## src/rtl/adder_pipelined.sv

```systemverilog
// adder_pipelined
//   WIDTH-bit adder split into STAGES equal chunks, one chunk resolved per
//   pipeline stage with the carry rippling stage to stage. Full-throughput
//   valid/ready handshakes. The whole pipeline freezes while the output
//   is held by the consumer.
//
// Ports
//   clk        system clock, rising edge
//   rst        synchronous active-high reset
//   in_valid   operands a, b, carry_in are valid
//   in_ready   block can accept operands (= !stall, combinational)
//   a, b       operands, WIDTH bits (unsigned or two's complement)
//   carry_in   carry into bit 0
//   out_valid  sum/carry_out/overflow are valid
//   out_ready  consumer accepts the result
//   sum        a + b + carry_in modulo 2^WIDTH
//   carry_out  carry out of bit WIDTH-1
//   overflow   signed overflow (carry into MSB xor carry out of MSB)
module adder_pipelined #(
  parameter int WIDTH  = 16,
  parameter int STAGES = 4
) (
  input  logic             clk,
  input  logic             rst,
  input  logic             in_valid,
  output logic             in_ready,
  input  logic [WIDTH-1:0] a,
  input  logic [WIDTH-1:0] b,
  input  logic             carry_in,
  output logic             out_valid,
  input  logic             out_ready,
  output logic [WIDTH-1:0] sum,
  output logic             carry_out,
  output logic             overflow
);

  localparam int CHUNK = WIDTH / STAGES;

  if (WIDTH < 2 || STAGES < 1 || (WIDTH % STAGES) != 0) begin : g_param_check
    $error("adder_pipelined: WIDTH must be >= 2 and divisible by STAGES");
  end

  // Stage registers: index k holds the result of computing chunk k.
  logic [STAGES-1:0][WIDTH-1:0] a_q, b_q, s_q;
  logic [STAGES-1:0]            c_q, v_q;
  logic                         ovf_q;

  // Inputs feeding each stage (stage 0 from the ports, others from k-1).
  logic [STAGES-1:0][WIDTH-1:0] a_src, b_src, s_src, s_nx;
  logic [STAGES-1:0]            c_src, v_src, c_nx;
  logic                         ovf_nx;
  logic [CHUNK:0]               part;
  logic                         stall;

  for (genvar k = 0; k < STAGES; k++) begin : g_src
    if (k == 0) begin : g_first
      assign a_src[0] = a;
      assign b_src[0] = b;
      assign s_src[0] = '0;
      assign c_src[0] = carry_in;
      assign v_src[0] = in_valid;
    end else begin : g_next
      assign a_src[k] = a_q[k-1];
      assign b_src[k] = b_q[k-1];
      assign s_src[k] = s_q[k-1];
      assign c_src[k] = c_q[k-1];
      assign v_src[k] = v_q[k-1];
    end
  end

  always_comb begin
    part   = '0;
    s_nx   = s_src;
    c_nx   = '0;
    for (int k = 0; k < STAGES; k++) begin
      part = {1'b0, a_src[k][k*CHUNK +: CHUNK]}
           + {1'b0, b_src[k][k*CHUNK +: CHUNK]}
           + {{CHUNK{1'b0}}, c_src[k]};
      s_nx[k][k*CHUNK +: CHUNK] = part[CHUNK-1:0];
      c_nx[k] = part[CHUNK];
    end
    // part now holds the top chunk. Carry into the MSB is recovered from
    // the MSB sum bit: s = a ^ b ^ c_in  =>  c_in = a ^ b ^ s.
    ovf_nx = a_src[STAGES-1][WIDTH-1] ^ b_src[STAGES-1][WIDTH-1]
           ^ part[CHUNK-1] ^ part[CHUNK];
  end

  assign stall    = v_q[STAGES-1] && !out_ready;
  assign in_ready = !stall;

  always_ff @(posedge clk) begin
    if (rst) begin
      v_q   <= '0;
      a_q   <= '0;
      b_q   <= '0;
      s_q   <= '0;
      c_q   <= '0;
      ovf_q <= 1'b0;
    end else if (!stall) begin
      // Bubbles shift along too; their data is don't-care.
      v_q   <= v_src;
      a_q   <= a_src;
      b_q   <= b_src;
      s_q   <= s_nx;
      c_q   <= c_nx;
      ovf_q <= ovf_nx;
    end
  end

  assign out_valid = v_q[STAGES-1];
  assign sum       = s_q[STAGES-1];
  assign carry_out = c_q[STAGES-1];
  assign overflow  = ovf_q;

  // Last-stage operand copies have no consumer; synthesis trims them.
  logic unused_ok;
  assign unused_ok = ^{a_q[STAGES-1], b_q[STAGES-1]};

endmodule
```

## config.mk

```make
export PLATFORM = sky130hd
export DESIGN_NAME = adder_pipelined
export DESIGN_NICKNAME = d
export VERILOG_FILES = /design/src/rtl/adder_pipelined.sv
export SDC_FILE = /design/constraint.sdc
export NUM_CORES = 1
export LEC_CHECK = 0
export ABC_AREA = 1
export CORE_MARGIN = 2
export CORE_UTILIZATION = 58
export CTS_CLUSTER_DIAMETER = 50
export DETAILED_ROUTE_END_ITERATION = 6
export PLACE_DENSITY = 0.87
export SYNTH_ARGS = -nofsm -noshare
export SYNTH_HDL_FRONTEND = slang
export SYNTH_SLANG_ARGS = --single-unit
```

## constraint.sdc

```tcl
create_clock -name clk -period 4.45 [get_ports clk]
set_clock_uncertainty 0.05 [all_clocks]
set_input_delay 0.6675 -clock clk [delete_from_list [all_inputs] [get_ports clk]]
set_output_delay 0.6675 -clock clk [all_outputs]
set_load 0.01 [all_outputs]
```

Word level (Yosys, flattened, before mapping)
Cells that the tools add are included.
{"block": "op_classes", "n_bitwise": 3, "add_sub_neg": 8, "n_reduce_logical": 3}
{"cell": "4-bit by 4-bit adder with 5-bit output", "n": 4}
{"cell": "5-bit by 1-bit adder with 5-bit output", "n": 4}
{"cell": "1-bit XOR", "n": 3}
{"cell": "1-bit logical NOT", "n": 2}
{"cell": "1-bit logical AND", "n": 1}
{"block": "totals", "ff_bits": 145, "word_cells": 27, "output_inout_bits": 20}

Depth between registers and ports, before layout
{"block": "depth", "ltp_word": 4, "mapped_depth": 9}

Least setup slack after synthesis
No wires, ideal clock.
{"block": "synth_timing", "path_kind": "input to output", "startpoint": "input out_ready", "endpoint": "output in_ready", "slack_ns": 2.652, "path_stages": 4, "t_arrival_ns": 1.080, "path_buffers": 2, "t_required_ns": 3.733, "path_cell_list": "inv_2 > nand2_4 > buf_6 > buf_4"}
{"block": "synth_via", "elab_chain_len": 3}
{"item": "start, declared", "line": "31", "source": "input logic out_ready,"}
{"item": "1-bit logical NOT", "line": "88", "source": "assign stall = v_q[STAGES-1] && !out_ready;"}
{"item": "1-bit logical AND", "line": "88"}
{"item": "1-bit logical NOT"}
{"item": "end, declared", "line": "26", "source": "output logic in_ready,"}
No other way between the ends.

Final worst setup path
Ends and elaborated chain as after synthesis.

==> impl_metrics.toml <==
[timing]
worst_pin_slew_ns = 1.20
finalCritPeriodShare = 0.572
final_hold_viol_count = 0
layout_setup_ws_ns = 1.90
relSlewSlack = 0.196
fmax_mhz = 393
whs_ns = 0.415
finalCriticalPeriod_ns = 2.55
finalSetupViolations = 0
final_max_slew_viol_count = 0
final.setup.tns_ns = 0
rsz0062_at_grt = "false"

[routing]
ant_nets = 0
postRouteWirelength_um = 7410
firstDrtPassIters = 4
highest_layer = "met4"
routed_via_density = 5.27
route.met3.wl_um = 276
dr.first_iter.drc_count = 207
dr_wl_met2_um = 3690
wl_met1_um = 3330
vias = 3300
post_drt_wl_per_cell_um = 11.8
drcViolationCount = 0

[setup_path]
worst-path-max-fanout = 3
path_common_cell = "clkdlybuf4s50_1"
timing.rr.start = "a_q[44]"
path_cells = "clkdlybuf4s50_1 -> inv_2 -> nand2_4 -> clkdlybuf4s50_1"
r2r_setup_slack_ns = 2.59
startpoint_type = "input pin"
r2r_cells = 8
cp.arrival_ns = 1.83
cp-end-kind = "output pin"
critPathSlowestCell = "clkdlybuf4s50_1"
slowest_delay_ns = 0.54
reg2reg_to = "overflow"
critPathRequiredTime_ns = 3.73
crit_type = "in -> out"

[grt]
track_usage = 0.206
grt_pass1_wl_um = 12500
grt-ovfl-total = 0
first_global_vias = 2999
antenna_found_initial = 0
grt_max_degree = 107

[layout]
stdcell_count = 626
diodes = 0
drive_above_1_share = 0.0366
fillerInstances = 539
area_growth_pct = 17.9
layout.nets = 598

[flow_run]
drv_cap = 0

[cts]
cts_resized = 0
cts_sinks = 97
cts_buffer_depth = 2
clk_pin_slew_ns = 0.09
ctsHoldBuffers = 0
cts_buffers = 9
htreeDepth = 3
clk_latency_ns = 0.36
cts_root_buf = "clkbuf_8"
cts_tree = "done"
postCtsSetupBuffers = 0

[floorplanning]
rows = 30
core_area_um2 = 6720
dieArea_um2 = 7510
die_w_um = 86.7
start_util = 0.590
die_y_um = 86.7
io_pins = 57

[synthesis]
netlist_area_um2 = 3960
synth_seq_cells = 97
netlist_instances = 503
ys_seq_area_frac = 0.490
synthesis.nets = 560
synth.distinct_cells = 23
yosys_warnings = 0
avgSynthCellArea_um2 = 7.88

[hold_path]
hp-start = "v_q[2]"
min_path_type = "reg -> reg"
holdPathStages = 2
min_to = "v_q[2]"

[placement]
dpl.hpwl_um = 4650
dp_cells = 610
portBuffers = 56
gp_congestion = 0.847
dp_slack_ns = 1.86

[pwr]
leakage_uw = 0.00197
worst_ir_drop_vdd_v = 0.000207
p_per_area_nw_per_um2 = 382

[outcome]
status = "finished clean"
cells in the mapped netlist:
master,number,area share
nor2_1,163,0.15
dfxtp_1,97,0.49
o21ai_0,81,0.10
nand2_1,31,0.029
inv_1,25,0.024
o21ai_1,17,0.021
a21oi_1,15,0.019
ha_1,12,0.038
nand3_1,12,0.015
clkbuf_1,11,0.010
buf_2,10,0.013
fa_1,8,0.040
buf_6,5,0.014
buf_4,3,0.0057
inv_2,2,0.0019
nand3b_1,2,0.0038
xnor2_1,2,0.0044
xor2_1,2,0.0044
clkbuf_2,1,0.0013
inv_4,1,0.0016
nand2_4,1,0.0028
o21a_1,1,0.0019
or2_1,1,0.0016
cells by family after synthesis:
| family | synth area share |
|---|---|
| compound gates | 0.145 |
| xor+xnor | 0.00884 |
| fa+ha+maj | 0.0783 |
| buf+inv | 0.0713 |
| flops | 0.490 |
| simple gates | 0.207 |
worst max-delay path by stage:
| stage | from | endpoint | slack (ns) |
|---|---|---|---|
| after CTS | out_ready | in_ready | 1.89 |
| after global placement | rst | b_q[25] | 1.89 |
| after global routing | out_ready | in_ready | 1.89 |
| after detailed placement | rst | b_q[25] | 1.86 |
| final | out_ready | in_ready | 1.90 |
| after floorplan | out_ready | in_ready | 2.65 |
metal layers:
layer  global-route usage  vias up
li1                     -     1684
met2                0.369       60
met3               0.0410       12
met4               0.0810        0
met5                    0        -
met1                0.242     1544
layout make-up:
| type | instances | area (um^2) | area share |
|---|---|---|---|
| clock buffer | 10 | 128 | 0.0273 |
| clock inverter | 6 | 90.1 | 0.0193 |
| inverter | 28 | 108 | 0.0230 |
| multi-input combinational | 348 | 1740 | 0.372 |
| sequential | 97 | 1940 | 0.415 |
| tap | 80 | 100 | 0.0214 |
| timing repair buffer | 57 | 568 | 0.122 |
flip-flops by register name (all words and copies together), names as in the netlist:
name and cells:
a_q 24, b_q 24, c_q 4, overflow 1, s_nx 24, sum 16, v_q 4
power by group:
| group | internal [uW] | switching, uW |
|---|---|---|
| sequential | 926 | 31.7 |
| combinational | 106 | 104 |
| clock | 319 | 300 |
| total | 1350 | 436 |
stage by stage:
step	util	area (um^2)	total power, uW
final	0.696	4670	1790
after global routing	0.696	4670	1870
after CTS	0.696	4670	1800
after detailed placement	0.663	4460	1190
after global placement	0.663	4460	1180
after floorplan	-	3960	1110
placed cells by master (no fill, tap or decap), types with 2 or more instances in the layout:
| cell type | n |
|---|---|
| xor2_1 | 2 |
| dfxtp_1 | 97 |
| a21oi_1 | 15 |
| clkbuf_8 | 9 |
| nand2_1 | 31 |
| nand3b_1 | 2 |
| inv_2 | 2 |
| clkdlybuf4s50_1 | 56 |
| o21ai_1 | 17 |
| fa_1 | 8 |
| xnor2_1 | 2 |
| o21ai_0 | 81 |
| nand3_1 | 12 |
| inv_1 | 25 |
| nor2_1 | 163 |
| bufinv_16 | 2 |
| ha_1 | 12 |
critical path, delay by kind of cell:
family | cells | cell delay [ns]
buf+inv | 3 | 1.07
simple gates | 1 | 0.08
Note: power is estimated with default switching activity, not from simulation.
